## config.mk

```make
export PLATFORM = sky130hd
export DESIGN_NAME = mult_control
export DESIGN_NICKNAME = d
export VERILOG_FILES = /design/src/rtl/mult_control_pkg.sv /design/src/rtl/mult_control.sv
export SDC_FILE = /design/constraint.sdc
export NUM_CORES = 1
export LEC_CHECK = 0
export BUFFER_PORTS_ARGS = -buffer_cell sky130_fd_sc_hd__buf_2
export CELL_PAD_IN_SITES_DETAIL_PLACEMENT = 1
export CELL_PAD_IN_SITES_GLOBAL_PLACEMENT = 2
export CORE_MARGIN = 8
export CORE_UTILIZATION = 29
export CTS_CLUSTER_DIAMETER = 30
export DETAILED_ROUTE_END_ITERATION = 8
export PLACE_DENSITY_LB_ADDON = 0.25
export RECOVER_POWER = 50
export SLEW_MARGIN = 5
export SYNTH_ARGS = -nofsm -noshare
export SYNTH_HDL_FRONTEND = slang
export SYNTH_SLANG_ARGS = --single-unit
```

## constraint.sdc

```tcl
create_clock -name clk -period 3.3 [get_ports clk]
set_input_delay 0.165 -clock clk [delete_from_list [all_inputs] [get_ports clk]]
set_output_delay 0.165 -clock clk [all_outputs]
set_load 0.03 [all_outputs]
```

## src/rtl/mult_control_pkg.sv

```systemverilog
// Shared state encoding for the repeated-addition multiplier control FSM.
// The datapath and the bench import these constants to decode or print states.
package mult_control_pkg;

  localparam int unsigned STATE_W = 3;

  localparam logic [STATE_W-1:0] ST_IDLE  = 3'd0;
  localparam logic [STATE_W-1:0] ST_CLEAR = 3'd1;
  localparam logic [STATE_W-1:0] ST_WAIT  = 3'd2;
  localparam logic [STATE_W-1:0] ST_CHECK = 3'd3;
  localparam logic [STATE_W-1:0] ST_ADD   = 3'd4;
  localparam logic [STATE_W-1:0] ST_DECR  = 3'd5;
  localparam logic [STATE_W-1:0] ST_DONE  = 3'd6;

  // Operation in progress: everything from CLEAR through DECR.
  function automatic logic state_is_busy(input logic [STATE_W-1:0] s);
    return (s == ST_CLEAR) || (s == ST_WAIT) || (s == ST_CHECK) ||
           (s == ST_ADD) || (s == ST_DECR);
  endfunction

endpackage

```

## src/rtl/mult_control.sv

```systemverilog
// Moore FSM sequencing an accumulator/down-counter datapath to multiply by repeated
// addition, with start/ready and done/ack handshakes, abort and an iteration watchdog.
module mult_control
  import mult_control_pkg::*;
#(
  parameter int unsigned CNT_W    = 4,
  parameter int unsigned MAX_ITER = (1 << CNT_W) - 1
) (
  input  logic clk,
  input  logic rst,
  input  logic start,
  input  logic abort,
  input  logic ack,
  input  logic zero,
  output logic ready,
  output logic busy,
  output logic rac,
  output logic cac,
  output logic set,
  output logic dec,
  output logic done,
  output logic err
);

  localparam logic [CNT_W-1:0] LP_MAX_ITER = CNT_W'(MAX_ITER);

  logic [STATE_W-1:0] r_state;
  logic [STATE_W-1:0] w_state_next;
  logic [CNT_W-1:0]   r_iter;
  logic [CNT_W-1:0]   w_iter_next;
  logic               r_err;
  logic               w_err_next;

  always_comb begin
    w_state_next = r_state;
    w_iter_next  = r_iter;
    w_err_next   = r_err;
    case (r_state)
      ST_IDLE: begin
        if (!abort && start) begin
          w_state_next = ST_CLEAR;
          w_iter_next  = '0;
          w_err_next   = 1'b0;
        end
      end
      ST_CLEAR: w_state_next = abort ? ST_IDLE : ST_WAIT;
      // WAIT gives the registered zero flag one cycle to follow the counter.
      ST_WAIT:  w_state_next = abort ? ST_IDLE : ST_CHECK;
      ST_CHECK: begin
        if (abort) begin
          w_state_next = ST_IDLE;
        end else if (zero) begin
          w_state_next = ST_DONE;
        end else if (r_iter == LP_MAX_ITER) begin
          // Compare precedes increment, so iter never wraps.
          w_state_next = ST_DONE;
          w_err_next   = 1'b1;
        end else begin
          w_state_next = ST_ADD;
        end
      end
      ST_ADD: begin
        if (abort) begin
          w_state_next = ST_IDLE;
        end else begin
          w_state_next = ST_DECR;
          w_iter_next  = r_iter + CNT_W'(1);
        end
      end
      ST_DECR:  w_state_next = abort ? ST_IDLE : ST_WAIT;
      ST_DONE:  w_state_next = ack ? ST_IDLE : ST_DONE;
      default:  w_state_next = ST_IDLE;
    endcase
  end

  always_ff @(posedge clk) begin
    if (rst) begin
      r_state <= ST_IDLE;
      r_iter  <= '0;
      r_err   <= 1'b0;
    end else begin
      r_state <= w_state_next;
      r_iter  <= w_iter_next;
      r_err   <= w_err_next;
    end
  end

  always_comb begin
    ready = 1'b0;
    rac   = 1'b0;
    cac   = 1'b0;
    set   = 1'b0;
    dec   = 1'b0;
    done  = 1'b0;
    case (r_state)
      ST_IDLE:  ready = 1'b1;
      ST_CLEAR: begin
        rac = 1'b1;
        set = 1'b1;
      end
      ST_ADD:   cac  = 1'b1;
      ST_DECR:  dec  = 1'b1;
      ST_DONE:  done = 1'b1;
      default:  ;
    endcase
  end

  assign busy = state_is_busy(r_state);
  assign err  = r_err;

endmodule

```

## Word-level counts from Yosys, hierarchy flattened

Index checks and enable logic that the tools add are counted.

- Register bits: 8
- Bits of input ports: 6
- Output and inout bits: 8
- Word-level logic and storage cells: 50

- Add/sub/neg operators: 1
- Eq/ne operators: 12
- Muxes and demuxes: 22
- Reduce and logical (&&, ||, !) cells: 12

Operators by type and width:

| cell | count |
|---|---|
| $pmux 3 s6 | 1 |
| $mux 3 | 4 |
| $ne 2x2->1 const B | 5 |
| $eq 3x3->1 const B | 3 |
| $mux 1 | 9 |
| $mux 2 | 4 |
| $mux 4 | 2 |
| $pmux 4 s2 | 1 |
| $eq 3x2->1 const B | 2 |
| $reduce_and 5->1 | 1 |
| $add 4x1->4 const B | 1 |
| $eq 4x4->1 const B | 1 |
| $logic_or 1x1->1 | 4 |
| $reduce_bool 2->1 | 2 |
| $eq 3x1->1 const B | 1 |
| $logic_not 3->1 | 1 |
| $reduce_and 3->1 | 1 |
| $pmux 1 s2 | 1 |
| $reduce_or 2->1 | 1 |
| $logic_and 1x1->1 | 1 |
| $logic_not 1->1 | 1 |

## Longest topological paths before layout

Gate-level depths: netlist of the first run.

- Depth in word-level cells: 5
- Depth in mapped cells: 5

## Worst setup path before layout of the first run

Ideal clock, no wire load.

- Kind: register to output
- Start point: reg r_state[2]
- End point: out set
- Arrival: 1523 ps
- Slack: 1612 ps
- Stages on the path, launching flop included: 4
- Path buffers: 2
- Cell sequence: dfxtp_1 > clkbuf_1 > nor3_1 > buf_4

- Word-level cells in the longest chain between the ends: 2

RTL lines:

| what | RTL line | source |
|---|---|---|
| from (decl) | mult_control.sv:27 | `logic [STATE_W-1:0] r_state;` |
| from (signal assigned) | mult_control.sv:82 | `r_state <= w_state_next;` |
| $eq 3x1->1 | - |  |
| $mux 1 | - |  |
| to (decl) | mult_control.sv:19 | `output logic set,` |

No other way between the ends.

## Worst setup path in the final report of the first run

- Start point: reg r_state[1]
- End point: out busy

- Word-level cells in the longest chain between the ends: 5
- Elaborated cells on any way between the ends: 9

RTL lines:

| what | RTL line | source |
|---|---|---|
| $eq 3x1->1 or $eq 3x2->1 (tied branches) | mult_control_pkg.sv:17 | `return (s == ST_CLEAR) \|\| (s == ST_WAIT) \|\| (s == ST_CHECK) \|\|` |
| $logic_or 1x1->1 (3 in a row) | mult_control_pkg.sv:17 |  |
| $logic_or 1x1->1 * | mult_control_pkg.sv:18 | `(s == ST_ADD) \|\| (s == ST_DECR);` |
| to (decl) | mult_control.sv:16 | `output logic busy,` |

Mark *: on every way between the ends. The rest lies on a longest branch, timed or not.

==> flow_metrics.tcl, run 1 <==
set metrics [dict create \
    cellPowerDensity_nw_per_um2 376 \
    routabilityCongestion 0.745 \
    rr_startpoint "r_state[1]" \
    tns_ns 0 \
    die_area_um2 3260 \
    detailed_place_hpwl_um 995 \
    cts_root_buffer "sky130_fd_sc_hd__clkbuf_4" \
    clkTransAtPathRegs_ns 0.06 \
    ctsHtreeMaxLevel 1 \
    synth_top_area_cell "sky130_fd_sc_hd__dfxtp_1" \
    post_cts_resize_count 0 \
    drv_cap 0 \
    worst-setup-path-type "reg -> out" \
    port_buffers 13 \
    die_h_um 57.1 \
    start_util_pct 29.7 \
    internal_power_w 0.000150 \
    synth_enable_flop_cells 0 \
    grt_first_pass_wirelength_mm 2.21 \
    power.leakage_nw 0.204 \
    post-route-cell-area_um2 562 \
    num_io_pins 14 \
    std_cell_rows 15 \
    post_synth.cell_area_avg_um2 8.17 \
    grt_overflow 0 \
    grt_pass1_vias 522 \
    hold_violations 0 \
    via_per_inst 5.48 \
    cts_tree "yes" \
    postPlaceCellArea_um2 544 \
    floorplan.core_area_um2 1650 \
    cts_setup_buffers 0 \
    synth_area_um2 490 \
    slack_of_the_worst_reg_to_reg_path_ns 1.74 \
    area.sequential_um2 160 \
    clk_latency_ns 0.25 \
    clock_network_fraction_of_design_power_pct 36.6 \
    timing.rr.end "r_iter[3]" \
    layoutNonFillerInstCount 88 \
    synth-async-reset-ratio_pct 0 \
    setup_ws_ns 1.50 \
    grt.total_usage_pct 8.36 \
    worst_case_reg_to_reg_path_depth 3 \
    grt_max_degree 15 \
    chipWidth_um 57.1 \
    worstSetupStartpointType "flop" \
    clock-skew-final_ns 0.00546 \
    timing.critical_path.fanout_max 12 \
    flow.area_growth_from_synthesis_pct 14.5 \
    syn_inst 60 \
    fillerInstances 219 \
    worstHoldPathType "in -> reg" \
    period_minus_slack_ns 1.80 \
    drc 0 \
    post_cts_hold_buffer_count 0 \
    multiInputGateArea_um2 283 \
    synth_largest_type_area_fraction_pct 32.7 \
    layout_worst_path_cycle_share_pct 54.5 \
    ys_ff_latch 8 \
    peakVddDrop_uv 94.7 \
    status "finished, final reports clean" \
    drt_first_iter_violations 0 \
    worst_hold_startpoint "rst" \
    power_switching_w 0.0000611 \
    max-slew-margin-rel_pct 61.6 \
    least_margin_pin_slew_ns 0.568 \
    synth_most_common_cell "sky130_fd_sc_hd__dfxtp_1" \
    worstPathArrival_ns 1.63 \
    synth-seq-area-share_pct 32.7 \
    report.power.total_w 0.000211 \
    synth_fp_nets 67 \
    unrepaired_setup_endpoints_after_global_routing "false" \
    place.detailed.instances 85 \
    cts_buffers 3 \
    wl_per_cell_um 15.0 \
    place_worst_setup_slack_ns 1.79 \
    layout-drive-gt1-share_pct 22.5 \
    power_frac_seq_pct 47.9 \
    num_vias 482 \
    cp.required_ns 3.13 \
    antennaDiodeCount 0 \
    finalSetupViolCount 0 \
    yosys-top-cells-area "sky130_fd_sc_hd__dfxtp_1 33%, sky130_fd_sc_hd__a21oi_1 6.1%, sky130_fd_sc_hd__o31ai_1 4.6%" \
    yosysWarnings 0 \
    power.share.switching_pct 28.9 \
    antenna_nets_post_route 0 \
    worst_hold_path.endpoint "r_iter[1]" \
    power.combinational.fraction_pct 15.5 \
    final_net_count 80 \
    dr.pass1.iters 1 \
    cts-root-to-sink-buffers 2 \
    wirelength_mm 1.32 \
    netlist-cell-type-count 31 \
    number_of_antenna_violations_at_the_first_check_in_global_routing 0 \
    cts.sink_count 8 \
    timing.critical_path.to_type "output pin" \
    min_path_cells 2 \
    final_max_slew_viol_count 0 \
    most_frequent_cells_after_synthesis "8 x sky130_fd_sc_hd__dfxtp_1, 6 x sky130_fd_sc_hd__a21oi_1, 5 x sky130_fd_sc_hd__nor2_1" \
    postSynth.topFlopCell "sky130_fd_sc_hd__dfxtp_1" \
    max_freq_ghz 0.556 \
]
[metal layers]
layer | share of wire, % | wire length [um] | GRT usage (%)
met1 | 53 | 698 | 11.0
met2 | 41 | 544 | 11.9
met3 | 4.4 | 58 | 1.33
met4 | 1.6 | 21 | 6.04
met5 | 0 | 0 | 0
[power groups by stage]
stage,sequential [W],combinational [W],clock (W)
after floorplan,0.000100,0.0000271,0
after global placement,0.000103,0.0000331,0
after detailed placement,0.000103,0.0000333,0
after CTS,0.000101,0.0000334,0.0000807
after global routing,0.000101,0.0000361,0.0000841
final,0.000101,0.0000327,0.0000772
[registers in the layout, indices dropped and copies added (netlist names)]
| name | count |
|---|---|
| err | 1 |
| r_iter | 4 |
| r_state | 3 |
[worst max path at each step]
stage / endpoint / from / slack (ns)
after floorplan: set / r_state[2] / 1.61
after global placement: r_iter[3] / r_state[1] / 1.82
after detailed placement: r_iter[3] / r_state[1] / 1.79
after CTS: busy / r_state[1] / 1.60
after global routing: busy / r_state[1] / 1.35
final: busy / r_state[1] / 1.50
[critical path: stages, from the launching register on]
cell,delay [ns]
sky130_fd_sc_hd__dfxtp_1,0.57
sky130_fd_sc_hd__or2_0,0.37
sky130_fd_sc_hd__nor2_1,0.10
sky130_fd_sc_hd__a21oi_1,0.12
sky130_fd_sc_hd__buf_2,0.21
[cells in the final DEF, fill, tap and decap left out, types with 3 or more instances in the layout]
cell type,netlist,routed
sky130_fd_sc_hd__clkbuf_1,1,4
sky130_fd_sc_hd__o31ai_1,3,3
sky130_fd_sc_hd__buf_2,1,9
sky130_fd_sc_hd__clkbuf_4,0,3
sky130_fd_sc_hd__a21oi_1,6,6
sky130_fd_sc_hd__dfxtp_1,8,8
sky130_fd_sc_hd__a31oi_1,3,3
sky130_fd_sc_hd__nor2_1,5,5
sky130_fd_sc_hd__inv_1,4,4
[through the flow]
| stage | utilization (%) | hold slack (ns) |
|---|---|---|
| after floorplan | - | 0.234 |
| after global placement | 33.0 | 0.393 |
| after detailed placement | 33.0 | 0.387 |
| after CTS | 34.3 | 0.112 |
| after global routing | 34.0 | 0.121 |
| final | 34.0 | 0.119 |
[layout make-up]
cell class	instances	share of cell area [%]
Sequential cell	8	28.5
Clock buffer	3	4.01
Multi-Input combinational cell	43	50.3
Inverter	4	2.67
Timing Repair Buffer	13	10.7
Tap cell	17	3.79
[cell families after synthesis]
kind of cell / after synthesis / synth area share [%]
simple gates: 22 / 27.0
compound gates: 17 / 22.2
buf+inv: 9 / 9.69
flops: 8 / 32.7
fa+ha+maj: 2 / 4.59
xor+xnor: 1 / 1.79
mux: 1 / 2.04
Note: power is estimated with default switching activity, not from simulation.
==> inputs of run 2 (changes only) <==
--- a/config.mk
+++ b/config.mk
@@ -5,11 +5,12 @@
 export SDC_FILE = /design/constraint.sdc
 export NUM_CORES = 1
 export LEC_CHECK = 0
+export ABC_AREA = 1
 export BUFFER_PORTS_ARGS = -buffer_cell sky130_fd_sc_hd__buf_2
 export CELL_PAD_IN_SITES_DETAIL_PLACEMENT = 1
 export CELL_PAD_IN_SITES_GLOBAL_PLACEMENT = 2
 export CORE_MARGIN = 8
-export CORE_UTILIZATION = 29
+export CORE_UTILIZATION = 24
 export CTS_CLUSTER_DIAMETER = 30
 export DETAILED_ROUTE_END_ITERATION = 8
 export PLACE_DENSITY_LB_ADDON = 0.25
==> constraint.sdc (replaced) <==
create_clock -name clk -period 1.8 [get_ports clk]
set_input_delay 0.09 -clock clk [delete_from_list [all_inputs] [get_ports clk]]
set_output_delay 0.09 -clock clk [all_outputs]
set_load 0.03 [all_outputs]
==> flow_metrics.tcl, run 2 <==
set metrics [dict create \
    status "finished, final reports clean" \
    finalCoreUtilization_pct 30.7 \
    layout_common_cells "17 x sky130_fd_sc_hd__nand2_1, 16 x sky130_fd_sc_hd__nor2_1, 12 x sky130_fd_sc_hd__buf_2" \
    slack_of_the_worst_reg_to_reg_path_ns 0.52 \
    synth-compound-area-share_pct 10.7 \
    most_common_library_cell_in_the_layout_ignoring_fill_and_taps "sky130_fd_sc_hd__nand2_1" \
    floorplan.core_area_um2 1960 \
    grt_overflow 0 \
    die_area_um2 3810 \
    dr.pass1.iters 2 \
    yosysWarnings 0 \
    chipWidth_um 61.7 \
    max_freq_ghz 0.680 \
    post_synth_and_or_nand_nor_area_fraction_pct 44.4 \
    xor_xnor_share_of_the_synthesized_area_pct 0 \
    post_cts_resize_count 0 \
    largest_register_ff_count 4 \
    timing.critical_path.to_type "output pin" \
    drv_cap 0 \
    post-route-cell-area_um2 602 \
    worst-setup-path-type "reg -> out" \
    report.power.total_w 0.000424 \
    synth-async-reset-ratio_pct 0 \
    synth_enable_flop_cells 0 \
    cp.required_ns 1.71 \
    place_worst_setup_slack_ns 0.588 \
    cts.sink_count 8 \
    std_cell_rows 16 \
    final_max_slew_viol_count 0 \
    via_per_inst 4.36 \
    netlist-cell-type-count 18 \
    grt_util_met1_pct 11.2 \
    syn_inst 79 \
    post_cts_hold_buffer_count 0 \
    num_vias 523 \
    cts_root_buffer "sky130_fd_sc_hd__clkbuf_4" \
    ctsHtreeMaxLevel 1 \
    port_buffers 13 \
    max-slew-margin-rel_pct 75.5 \
    clock-skew-final_ns 0.0107 \
    period_minus_slack_ns 1.47 \
    drc 0 \
    most_frequent_cells_after_synthesis "17 x sky130_fd_sc_hd__nand2_1, 14 x sky130_fd_sc_hd__nor2_1, 9 x sky130_fd_sc_hd__inv_1" \
    cts_buffers 3 \
    wl_per_cell_um 12.6 \
    grt_max_degree 9 \
    antenna_nets_post_route 0 \
    postPlaceCellArea_um2 586 \
    flow.area_growth_from_synthesis_pct 20.0 \
    met3_usage_pct 3.09 \
    synth_fa_ha_area_share_pct 2.49 \
    synth_top_family_by_area "simple AND/OR/NAND/NOR gates" \
    drt_first_iter_violations 3 \
    synth_most_common_cell "sky130_fd_sc_hd__nand2_1" \
    grt_first_pass_wirelength_mm 2.51 \
    synth_fp_nets 86 \
    worstPathArrival_ns 1.38 \
    number_of_antenna_violations_at_the_first_check_in_global_routing 0 \
    cts_tree "yes" \
    largest-register "r_iter" \
    least_margin_pin_slew_ns 0.369 \
    clkTransAtPathRegs_ns 0.06 \
    layout_worst_path_cycle_share_pct 81.7 \
    layout-drive-gt1-share_pct 20.4 \
    start_util_pct 25.6 \
    num_io_pins 14 \
    fillerInstances 283 \
    unrepaired_setup_endpoints_after_global_routing "false" \
    cellPowerDensity_nw_per_um2 704 \
    ys_ff_latch 8 \
    peakVddDrop_uv 220 \
    clk_latency_ns 0.26 \
    grt_most_used_layer "met2" \
    setup_ws_ns 0.329 \
    synth_area_um2 502 \
    tns_ns 0 \
    hold_violations 0 \
    postSynth.topFlopCell "sky130_fd_sc_hd__dfxtp_1" \
    routabilityCongestion 0.735 \
    synth_top_area_cell "sky130_fd_sc_hd__dfxtp_1" \
    cts-root-to-sink-buffers 2 \
    worstSetupStartpointType "flop" \
    finalSetupViolCount 0 \
    grt.total_usage_pct 9.27 \
    power.leakage_nw 0.282 \
    yosys-top-cells-area "sky130_fd_sc_hd__dfxtp_1 32%, sky130_fd_sc_hd__nand2_1 13%, sky130_fd_sc_hd__nor2_1 10%" \
    worstHoldPathType "in -> reg" \
    cts_setup_buffers 0 \
    antennaDiodeCount 0 \
    final_net_count 102 \
    post_synth.cell_area_avg_um2 6.35 \
    synth_largest_type_area_fraction_pct 31.9 \
    grt_pass1_vias 548 \
    wirelength_mm 1.52 \
    synth_mux_area_share_pct 0 \
    detailed_place_hpwl_mm 1.24 \
    die_h_um 61.7 \
    synth-seq-area-share_pct 31.9 \
    use_met2_pct 13.3 \
    timing.critical_path.fanout_max 8 \
]
## run 2: critical path, stage by stage, from the launching register on
cell                      delay (ns)
sky130_fd_sc_hd__dfxtp_1        0.49
sky130_fd_sc_hd__inv_1          0.19
sky130_fd_sc_hd__nor2_1         0.21
sky130_fd_sc_hd__buf_2          0.24
## run 2: final timing paths
| kind | from | to | cells after the start |
|---|---|---|---|
| setup / recovery | r_state[2] | cac | 3 |
| hold / removal | rst | r_iter[0] | 2 |
| setup reg to reg | r_state[2] | r_state[2] | 6 |
| hold reg to reg | err | err | 2 |
## run 2: layout make-up
| class | instances | area (um^2) | area share, % |
|---|---|---|---|
| multi-input combinational | 59 | 284 | 47.2 |
| tap | 27 | 33.8 | 5.61 |
| sequential | 8 | 160 | 26.6 |
| clock buffer | 3 | 22.5 | 3.74 |
| inverter | 10 | 37.5 | 6.24 |
| timing repair buffer | 13 | 63.8 | 10.6 |
## run 2: logic make-up after synthesis
kind of cell | count (synthesis)
AO/OA/AOI/OAI | 9
flip-flops | 8
buffers and inverters | 12
AND/OR/NAND/NOR | 49
adder cells (fa/ha/maj) | 1
## run 2: per-stage QoR
step	cells	hold slack [ns]
after floorplan	79	0.152
after global placement	117	0.350
after detailed placement	117	0.359
after CTS	120	0.0795
after global routing	120	0.0735
final	120	0.0769
## run 2: routing by layer
layer / part of all wire, % / vias up
met5: 0 / -
met4: 2.1 / 0
met3: 7.8 / 4
met2: 41 / 11
met1: 49 / 226
li1: - / 282
## run 2: report_power, final
part           leakage, nW  internal, W   total, W  switching (W)
clock               0.0138    0.0000767   0.000144      0.0000678
combinational        0.203    0.0000271  0.0000935      0.0000664
sequential          0.0647     0.000181   0.000186     0.00000510
